<file path="config.mk">
export PLATFORM = sky130hd
export DESIGN_NAME = commit_trace_buffer_flat
export DESIGN_NICKNAME = d
export VERILOG_FILES = /design/src/rtl/trace_pkg.sv /design/src/rtl/commit_trace_buffer_if.sv /design/src/rtl/trace_fifo.sv /design/src/rtl/commit_trace_buffer.sv /design/src/flat_wrapper.sv
export SDC_FILE = /design/constraint.sdc
export NUM_CORES = 2
export LEC_CHECK = 0
export BUFFER_PORTS_ARGS = -buffer_cell sky130_fd_sc_hd__buf_4
export CAP_MARGIN = 20
export CORE_MARGIN = 8
export CORE_UTILIZATION = 45
export CTS_CLUSTER_DIAMETER = 60
export DETAILED_ROUTE_END_ITERATION = 8
export PLACE_DENSITY = 0.66
export SYNTH_ARGS = -nofsm -noshare
export SYNTH_HDL_FRONTEND = slang
export SYNTH_SLANG_ARGS = --single-unit
</file>
<file path="constraint.sdc">
create_clock -name clk -period 18.8 [get_ports clk]
set_clock_uncertainty 0.15 [all_clocks]
set_input_delay 0.94 -clock clk [delete_from_list [all_inputs] [get_ports clk]]
set_output_delay 0.94 -clock clk [all_outputs]
set_load 0.01 [all_outputs]
</file>
<file path="src/rtl/trace_pkg.sv">
// Shared types for the commit-trace recorder.
// Holds the record-kind and FSM-state encodings, the kind width, the record
// width helper and the retire-event classifier.
// Record layout, MSB to LSB: inum, kind, pc, inst, wreg, wdata, addr, mdata.
package trace_pkg;

  localparam int unsigned KIND_W = 3;

  typedef enum logic [KIND_W-1:0] {
    KIND_NOP  = 3'd0,
    KIND_REG  = 3'd1,
    KIND_LD   = 3'd2,
    KIND_ST   = 3'd3,
    KIND_STU  = 3'd4,
    KIND_HALT = 3'd5
  } kind_e;

  typedef enum logic [1:0] {
    ST_RUN     = 2'd0,
    ST_DRAIN   = 2'd1,
    ST_STOPPED = 2'd2
  } state_e;

  // Width of one packed trace record.
  function automatic int unsigned rec_width(input int unsigned cnt_w,
                                            input int unsigned data_w,
                                            input int unsigned reg_w);
    return cnt_w + KIND_W + 5 * data_w + reg_w;
  endfunction

  // Priority classification of one retire event; halt wins over everything.
  function automatic kind_e classify(input logic halt,
                                     input logic regwrite,
                                     input logic memread,
                                     input logic memwrite);
    kind_e k;
    k = KIND_NOP;
    if (halt)                      k = KIND_HALT;
    else if (regwrite && memwrite) k = KIND_STU;
    else if (regwrite && memread)  k = KIND_LD;
    else if (regwrite)             k = KIND_REG;
    else if (memwrite)             k = KIND_ST;
    return k;
  endfunction

endpackage

</file>
<file path="src/rtl/commit_trace_buffer_if.sv">
// Retire-event and trace-read bus of the commit-trace recorder.
// master: pipeline/debug side (drives enable, commit_*, rd_ready).
// slave : recorder side (drives rd_valid, rd_record).
interface commit_trace_buffer_if #(
  parameter int unsigned DATA_W = 16,
  parameter int unsigned REG_W  = 3,
  parameter int unsigned REC_W  = 118
);

  logic              enable;
  logic              commit_valid;
  logic [DATA_W-1:0] commit_pc;
  logic [DATA_W-1:0] commit_inst;
  logic              commit_regwrite;
  logic [REG_W-1:0]  commit_wreg;
  logic [DATA_W-1:0] commit_wdata;
  logic              commit_memread;
  logic              commit_memwrite;
  logic [DATA_W-1:0] commit_memaddr;
  logic [DATA_W-1:0] commit_memdata;
  logic              commit_halt;
  logic              rd_ready;
  logic              rd_valid;
  logic [REC_W-1:0]  rd_record;

  modport master (
    output enable, commit_valid, commit_pc, commit_inst, commit_regwrite,
           commit_wreg, commit_wdata, commit_memread, commit_memwrite,
           commit_memaddr, commit_memdata, commit_halt, rd_ready,
    input  rd_valid, rd_record
  );

  modport slave (
    input  enable, commit_valid, commit_pc, commit_inst, commit_regwrite,
           commit_wreg, commit_wdata, commit_memread, commit_memwrite,
           commit_memaddr, commit_memdata, commit_halt, rd_ready,
    output rd_valid, rd_record
  );

endinterface

</file>
<file path="src/rtl/trace_fifo.sv">
// Show-ahead circular buffer for trace records.
// Ports: clk, rst (sync, active high); push_i/data_i write request;
// pop_i read request (ignored while empty); valid_o/head_o head record;
// occupancy_o entries held; drop_o/overwrite_o flag a push that met a full
// buffer without a simultaneous pop (drop when WRAP_MODE=0, overwrite of the
// oldest entry when WRAP_MODE=1).
module trace_fifo #(
  parameter int unsigned W         = 8,
  parameter int unsigned DEPTH     = 16,
  parameter int unsigned WRAP_MODE = 0
) (
  input  logic                     clk,
  input  logic                     rst,
  input  logic                     push_i,
  input  logic                     pop_i,
  input  logic [W-1:0]             data_i,
  output logic                     valid_o,
  output logic [W-1:0]             head_o,
  output logic [$clog2(DEPTH):0]   occupancy_o,
  output logic                     drop_o,
  output logic                     overwrite_o
);

  localparam int unsigned PTR_W = $clog2(DEPTH);
  localparam int unsigned OCC_W = PTR_W + 1;

  logic [W-1:0]     mem_q [DEPTH];
  logic [PTR_W-1:0] rd_ptr_q, rd_ptr_d;
  logic [PTR_W-1:0] wr_ptr_q, wr_ptr_d;
  logic [OCC_W-1:0] occ_q, occ_d;
  logic             full_c, do_pop_c, blocked_c, write_c;

  assign full_c      = (occ_q == OCC_W'(DEPTH));
  assign do_pop_c    = pop_i & (occ_q != '0);
  // A simultaneous pop frees a slot, so only a pop-less push into a full buffer is blocked.
  assign blocked_c   = push_i & full_c & ~do_pop_c;
  assign drop_o      = blocked_c & (WRAP_MODE == 0);
  assign overwrite_o = blocked_c & (WRAP_MODE != 0);
  assign write_c     = push_i & ~drop_o;

  // Next pointers/occupancy; an overwrite advances both pointers and keeps occupancy.
  always_comb begin
    rd_ptr_d = rd_ptr_q;
    wr_ptr_d = wr_ptr_q;
    occ_d    = occ_q;
    if (write_c) wr_ptr_d = wr_ptr_q + PTR_W'(1);
    if (do_pop_c | overwrite_o) rd_ptr_d = rd_ptr_q + PTR_W'(1);
    if (write_c & ~do_pop_c & ~overwrite_o) occ_d = occ_q + OCC_W'(1);
    else if (~write_c & do_pop_c)           occ_d = occ_q - OCC_W'(1);
  end

  // Pointer and occupancy registers.
  always_ff @(posedge clk) begin
    if (rst) begin
      rd_ptr_q <= '0;
      wr_ptr_q <= '0;
      occ_q    <= '0;
    end else begin
      rd_ptr_q <= rd_ptr_d;
      wr_ptr_q <= wr_ptr_d;
      occ_q    <= occ_d;
    end
  end

  // Record storage; contents survive reset, pointers make them unreachable.
  always_ff @(posedge clk) begin
    if (write_c) mem_q[wr_ptr_q] <= data_i;
  end

  assign valid_o     = (occ_q != '0);
  assign head_o      = mem_q[rd_ptr_q];
  assign occupancy_o = occ_q;

endmodule

</file>
<file path="src/rtl/commit_trace_buffer.sv">
// Commit-trace recorder beside the writeback stage.
// Ports: clk, rst (sync, active high); bus (slave modport) carries enable,
// the retire event commit_*, and the rd_valid/rd_ready/rd_record drain port;
// occupancy, inst_count, cycle_count, dropped_count, overflow, halted status.
// Each captured event is classified, numbered with the pre-increment
// inst_count and pushed into trace_fifo; it is visible one cycle later.
module commit_trace_buffer
  import trace_pkg::*;
#(
  parameter int unsigned DATA_W    = 16,
  parameter int unsigned REG_W     = 3,
  parameter int unsigned DEPTH     = 16,
  parameter int unsigned CNT_W     = 32,
  parameter int unsigned WRAP_MODE = 0
) (
  input  logic                   clk,
  input  logic                   rst,
  commit_trace_buffer_if.slave   bus,
  output logic [$clog2(DEPTH):0] occupancy,
  output logic [CNT_W-1:0]       inst_count,
  output logic [CNT_W-1:0]       cycle_count,
  output logic [CNT_W-1:0]       dropped_count,
  output logic                   overflow,
  output logic                   halted
);

  localparam int unsigned REC_W = rec_width(CNT_W, DATA_W, REG_W);

  state_e           state_q;
  logic [CNT_W-1:0] inst_count_q, cycle_count_q, dropped_count_q;
  logic             overflow_q, halted_q;
  logic             event_c, drop_c, overwrite_c;
  kind_e            kind_c;
  logic [REC_W-1:0] record_c;

  // Capture only real retires while running.
  assign event_c = (state_q == ST_RUN) & bus.enable & bus.commit_valid;
  assign kind_c  = classify(bus.commit_halt, bus.commit_regwrite,
                            bus.commit_memread, bus.commit_memwrite);
  assign record_c = {inst_count_q, kind_c, bus.commit_pc, bus.commit_inst,
                     bus.commit_wreg, bus.commit_wdata, bus.commit_memaddr,
                     bus.commit_memdata};

  trace_fifo #(
    .W         (REC_W),
    .DEPTH     (DEPTH),
    .WRAP_MODE (WRAP_MODE)
  ) u_fifo (
    .clk         (clk),
    .rst         (rst),
    .push_i      (event_c),
    .pop_i       (bus.rd_ready),
    .data_i      (record_c),
    .valid_o     (bus.rd_valid),
    .head_o      (bus.rd_record),
    .occupancy_o (occupancy),
    .drop_o      (drop_c),
    .overwrite_o (overwrite_c)
  );

  // Run/drain/stop control with saturating counters and sticky flags.
  always_ff @(posedge clk) begin
    if (rst) begin
      state_q         <= ST_RUN;
      inst_count_q    <= '0;
      cycle_count_q   <= '0;
      dropped_count_q <= '0;
      overflow_q      <= 1'b0;
      halted_q        <= 1'b0;
    end else begin
      if ((state_q == ST_RUN) && (cycle_count_q != '1))
        cycle_count_q <= cycle_count_q + CNT_W'(1);
      if (event_c && (inst_count_q != '1))
        inst_count_q <= inst_count_q + CNT_W'(1);
      if (drop_c && (dropped_count_q != '1))
        dropped_count_q <= dropped_count_q + CNT_W'(1);
      if (drop_c | overwrite_c)
        overflow_q <= 1'b1;

      case (state_q)
        ST_RUN: begin
          // A halt stops capture even if its own record was dropped.
          if (event_c && bus.commit_halt) begin
            state_q  <= ST_DRAIN;
            halted_q <= 1'b1;
          end
        end
        ST_DRAIN: begin
          if (occupancy == '0) state_q <= ST_STOPPED;
        end
        ST_STOPPED: state_q <= ST_STOPPED;
        default:    state_q <= ST_RUN;
      endcase
    end
  end

  assign inst_count    = inst_count_q;
  assign cycle_count   = cycle_count_q;
  assign dropped_count = dropped_count_q;
  assign overflow      = overflow_q;
  assign halted        = halted_q;

endmodule

</file>
<file path="src/flat_wrapper.sv">
// flat-port wrapper written by rule: the top's interface ports become plain ports
module commit_trace_buffer_flat import trace_pkg::*;
#(
  parameter int unsigned DATA_W    = 16,
  parameter int unsigned REG_W     = 3,
  parameter int unsigned DEPTH     = 16,
  parameter int unsigned CNT_W     = 32,
  parameter int unsigned WRAP_MODE = 0
)
  (clk, rst, occupancy, inst_count, cycle_count, dropped_count, overflow, halted, bus_enable, bus_commit_valid, bus_commit_pc, bus_commit_inst, bus_commit_regwrite, bus_commit_wreg, bus_commit_wdata, bus_commit_memread, bus_commit_memwrite, bus_commit_memaddr, bus_commit_memdata, bus_commit_halt, bus_rd_ready, bus_rd_valid, bus_rd_record);
  commit_trace_buffer_if #(.DATA_W(DATA_W), .REG_W(REG_W)) bus_i ();
  input  logic clk;
  input  logic rst;
  output logic [$clog2(DEPTH):0] occupancy;
  output logic [CNT_W-1:0] inst_count;
  output logic [CNT_W-1:0] cycle_count;
  output logic [CNT_W-1:0] dropped_count;
  output logic overflow;
  output logic halted;
  input wire logic [$bits(bus_i.enable)-1:0] bus_enable;
  input wire logic [$bits(bus_i.commit_valid)-1:0] bus_commit_valid;
  input wire logic [$bits(bus_i.commit_pc)-1:0] bus_commit_pc;
  input wire logic [$bits(bus_i.commit_inst)-1:0] bus_commit_inst;
  input wire logic [$bits(bus_i.commit_regwrite)-1:0] bus_commit_regwrite;
  input wire logic [$bits(bus_i.commit_wreg)-1:0] bus_commit_wreg;
  input wire logic [$bits(bus_i.commit_wdata)-1:0] bus_commit_wdata;
  input wire logic [$bits(bus_i.commit_memread)-1:0] bus_commit_memread;
  input wire logic [$bits(bus_i.commit_memwrite)-1:0] bus_commit_memwrite;
  input wire logic [$bits(bus_i.commit_memaddr)-1:0] bus_commit_memaddr;
  input wire logic [$bits(bus_i.commit_memdata)-1:0] bus_commit_memdata;
  input wire logic [$bits(bus_i.commit_halt)-1:0] bus_commit_halt;
  input wire logic [$bits(bus_i.rd_ready)-1:0] bus_rd_ready;
  output wire logic [$bits(bus_i.rd_valid)-1:0] bus_rd_valid;
  output wire logic [$bits(bus_i.rd_record)-1:0] bus_rd_record;
  assign bus_i.enable = bus_enable;
  assign bus_i.commit_valid = bus_commit_valid;
  assign bus_i.commit_pc = bus_commit_pc;
  assign bus_i.commit_inst = bus_commit_inst;
  assign bus_i.commit_regwrite = bus_commit_regwrite;
  assign bus_i.commit_wreg = bus_commit_wreg;
  assign bus_i.commit_wdata = bus_commit_wdata;
  assign bus_i.commit_memread = bus_commit_memread;
  assign bus_i.commit_memwrite = bus_commit_memwrite;
  assign bus_i.commit_memaddr = bus_commit_memaddr;
  assign bus_i.commit_memdata = bus_commit_memdata;
  assign bus_i.commit_halt = bus_commit_halt;
  assign bus_i.rd_ready = bus_rd_ready;
  assign bus_rd_valid = bus_i.rd_valid;
  assign bus_rd_record = bus_i.rd_record;
  commit_trace_buffer #(.DATA_W(DATA_W), .REG_W(REG_W), .DEPTH(DEPTH), .CNT_W(CNT_W), .WRAP_MODE(WRAP_MODE)) u_core (.clk(clk), .rst(rst), .bus(bus_i), .occupancy(occupancy), .inst_count(inst_count), .cycle_count(cycle_count), .dropped_count(dropped_count), .overflow(overflow), .halted(halted));
endmodule
</file>
==> summary by stage <==
Run status
The run finished with clean final reports.

Route
Dividing the detail-routed wire length by the instance count gives 28.8 um. After detailed routing, the number of remaining DRC violations is 0. The number of DRC markers in iteration 0 is 3371. The count of nets left with antenna violations once routing finished came out at 0. The length of the first detailed-routing pass in iterations is 5.

The detailed router placed 36.2k vias in this run. The detailed-route vias per instance is 5.88. Summed over all layers, the routed wires come to 178000 um.

Critical path
The peak per-stage delay on the critical path is 1020 ps. Across all register-to-register paths, the minimum setup slack is 14080 ps. The most critical setup path has its endpoint at bus_rd_record[52]. The critical path endpoint category is an output pin. The critical path's slowest cell is sky130_fd_sc_hd__dfxtp_4. The maximum fanout along the worst path is 66.

The critical path goes through buf_4 > buf_4 > buf_4 > mux4_2 > mux4_2 > buf_4. The type of the setup path with the least slack is reg -> out. STA puts the critical path data required time at 17710 ps. In this design, the critical path's most frequently occurring cell is sky130_fd_sc_hd__buf_4. The worst setup path is launched from a register.

The end of the worst register-to-register path is u_core.u_fifo.mem_q[6][68]$_DFFE_PP_. In this run the critical register-to-register path is launched from u_core.state_q[0]$_SDFFE_PP0P_. For the worst flop-to-flop path, the logic depth is 9.

Data on the critical path arrives at its endpoint at 5830 ps.

GRT
The global-route wire length before repair is 259000 um. The initial antenna violation count is 11. The total global-route track usage is 18.9%. The total grt overflow is 0.

The largest net degree at the start of global routing is 119. The via count of the first global-routing pass was 37.3k.

Synth
The number of nets handed over by synthesis was 3452. The share of the yosys chip area belonging to registers is 77.1%. The synthesized design contains 1888 enable-type register cells. The number of warning messages in the yosys log is 0.

A synthesized cell averages 22.9 um2. Counting every instance in the synthesized netlist gives 3344. The cell area after synthesis is 76500 um2. The synthesized design contains 2005 register bits. The share of flip-flops with an asynchronous set or reset is 0%. The number of different library cells used by synthesis comes to 48. The main flop type after synthesis is sky130_fd_sc_hd__edfxtp_1.

Finish
For this run, the post-layout net count is 3881. The ratio of cells with drive above 1 in the final layout is 33.4%. Counting the fill cells in the layout gives 13.0k. From synthesis to final layout, the design area changed by 15.4%. The design area is 88400 um2.

Timing
The final number of hold-violating endpoints came to 0. The post-route setup TNS is 0 ps. Setup violations remaining at the end of the flow were counted as 0. The tightest hold path in the finished design has a slack of 242 ps. The post-route minimum period is 6920 ps. Dividing the final minimum period by the clock period gives 36.8%.

Derived from the worst setup path, the maximum achievable clock frequency is 0.145 GHz. The slew at the pin closest to its max-slew limit is 1090 ps. The final number of max-transition violations is 0. Setup repair after global routing left no endpoint under its margin.

Measured against its own limit, the worst slew margin works out to 27.3%.

Clocking
The clock passes through at most 3 buffers. TritonCTS created 202 clock buffers. The quantity of hold-fixing buffers added after cts is 0. The library cell used as clock root buffer is sky130_fd_sc_hd__clkbuf_16. Clock-pin slew was measured on the worst setup and hold paths at 60 ps.

The number of instances resized during post-cts repair is 0. The source-to-sink clock delay at the later pin of the worst-skew pair is 830 ps. TritonCTS built the clock tree.

The sink count of the clock tree is 2005. The level count of the clock H-tree is 4. The post-CTS setup-driven buffer insertion count is 0.

Floorplanning
The die covers 184000 um2. The height of the chip is 428 um. The row count is 151. Measured along the x axis, the die boundary spans 428 um. In this run the standard cell core region covers 169000 um2. In this run the count of I/O pins placed on the die edge is 314. The effective utilization at floorplan is 45.2%.

Placement
The last weighted congestion value of the routability-driven placer is 0.757. The instance area after placement is 81800 um2. The total half-perimeter wirelength after legalization and detailed placement is 89400 um.

During placement, the flow inserted port buffers numbering 313.

Pwr
The power per cell area is 119 nW/um2. The total leakage power is 27.6 nW. The maximum resistive drop on vdd is 0.0811 mV.

Min path
The worst hold path depth is 1. The tightest min-delay check is of the in -> reg type. The startpoint identified for the worst hold timing path is bus_commit_inst[14].

Run
Across the run, the number of max-cap violations was 0.
-- layer usage --
metal,up-vias,share of wire (%),global-route usage (%)
met3,211,6.5,4.02
met1,19600,42,25.8
li1,15300,-,-
met2,1169,50,31.7
met4,2,1.8,4.28
met5,-,0.0073,0
-- synth_stat cells, types with 13 or more instances --
master | count | area share, %
sky130_fd_sc_hd__nand2_1 | 50 | 0.25
sky130_fd_sc_hd__nor3_1 | 13 | 0.085
sky130_fd_sc_hd__mux4_2 | 590 | 17
sky130_fd_sc_hd__and3_1 | 15 | 0.12
sky130_fd_sc_hd__or3_1 | 42 | 0.34
sky130_fd_sc_hd__o21ai_0 | 41 | 0.27
sky130_fd_sc_hd__o31ai_1 | 34 | 0.33
sky130_fd_sc_hd__nand3_1 | 35 | 0.23
sky130_fd_sc_hd__inv_1 | 15 | 0.074
sky130_fd_sc_hd__nor2_1 | 66 | 0.32
sky130_fd_sc_hd__or4_1 | 39 | 0.38
sky130_fd_sc_hd__ha_1 | 15 | 0.25
sky130_fd_sc_hd__clkbuf_1 | 110 | 0.54
sky130_fd_sc_hd__edfxtp_1 | 1888 | 74
sky130_fd_sc_hd__a21oi_1 | 77 | 0.50
sky130_fd_sc_hd__buf_1 | 16 | 0.078
sky130_fd_sc_hd__dfxtp_1 | 117 | 3.1
sky130_fd_sc_hd__buf_2 | 39 | 0.25
sky130_fd_sc_hd__nand4_1 | 41 | 0.34
-- through the flow --
stage	util, %	power, mW	setup slack (ps)	cells
after floorplan	-	6.17	8160	3344
after global placement	48.3	6.68	12530	5786
after detailed placement	48.3	6.70	12650	5787
after CTS	52.2	10.6	11720	6161
after global routing	52.2	10.9	11500	6164
final	52.2	10.5	11880	6165
-- area by class of cell --
class,count,area (um2),area share (%)
clock inverter,134,1380,1.56
antenna,4,10.0,0.0113
clock buffer,240,5200,5.88
inverter,16,60.1,0.0680
sequential,2005,59100,66.8
timing repair buffer,392,3010,3.41
multi-input combinational,1156,16900,19.1
tap,2218,2780,3.14
-- cells by family after synthesis --
family                   Yosys count  synth area share, %
AND/OR/NAND/NOR                  347                 2.56
buffers and inverters            183                0.971
multiplexers                     607                 17.6
adder cells (fa/ha/maj)           16                0.271
flip-flops                      2005                 77.1
AO/OA/AOI/OAI                    166                 1.25
XOR/XNOR                          20                0.229
-- state kept, by name, indices dropped and copies added (netlist names), named ones only --
signal                     count
u_core.u_fifo.occupancy_o      5
u_core.u_fifo.mem_q         1888
u_core.state_q                 2
u_core.u_fifo.rd_ptr_q         4
u_core.overflow                1
u_core.u_fifo.wr_ptr_q         4
u_core.cycle_count            32
u_core.halted                  1
u_core.dropped_count          32
u_core.inst_count             32
-- cell usage in the layout (no fill, tap or decap), drive strengths merged, types with 9 or more instances in the layout --
cell and n:
dfxtp 117, bufinv 19, nor2b 12, edfxtp 1888
mux4 590, buf 392, or3 42, nor3 14
mux2 9, and3 15, or4 41, nand4 42
xor2 11, clkbuf 240, and4 9, nor2 66
nor4 11, clkinv 99, nand3 35, o31ai 34
ha 15, nand2 50, a21oi 77, xnor2 9
o21ai 41, inv 24
-- where the power goes --
| part | internal [mW] | leakage [nW] | switching (mW) |
|---|---|---|---|
| clock | 2.25 | 3.19 | 1.69 |
| sequential | 4.95 | 18.4 | 0.0617 |
| combinational | 0.802 | 6.01 | 0.746 |
| total | 8.00 | 27.6 | 2.50 |
-- how the worst min path moves through the flow --
stage,endpoint
floorplan,register
global placement,u_core.halted$_SDFFE_PP0P_
detailed placement,u_core.halted$_SDFFE_PP0P_
CTS,u_core.u_fifo.mem_q[6][65]$_DFFE_PP_
global route,u_core.u_fifo.mem_q[6][65]$_DFFE_PP_
finish,u_core.u_fifo.mem_q[6][65]$_DFFE_PP_
-- critical path: cells and delay by family, from the launching register on --
family,cells,cell delay (ps)
buffers and inverters,4,2770
flip-flops,1,1020
multiplexers,2,970
Note: power is estimated with default switching activity, not from simulation.
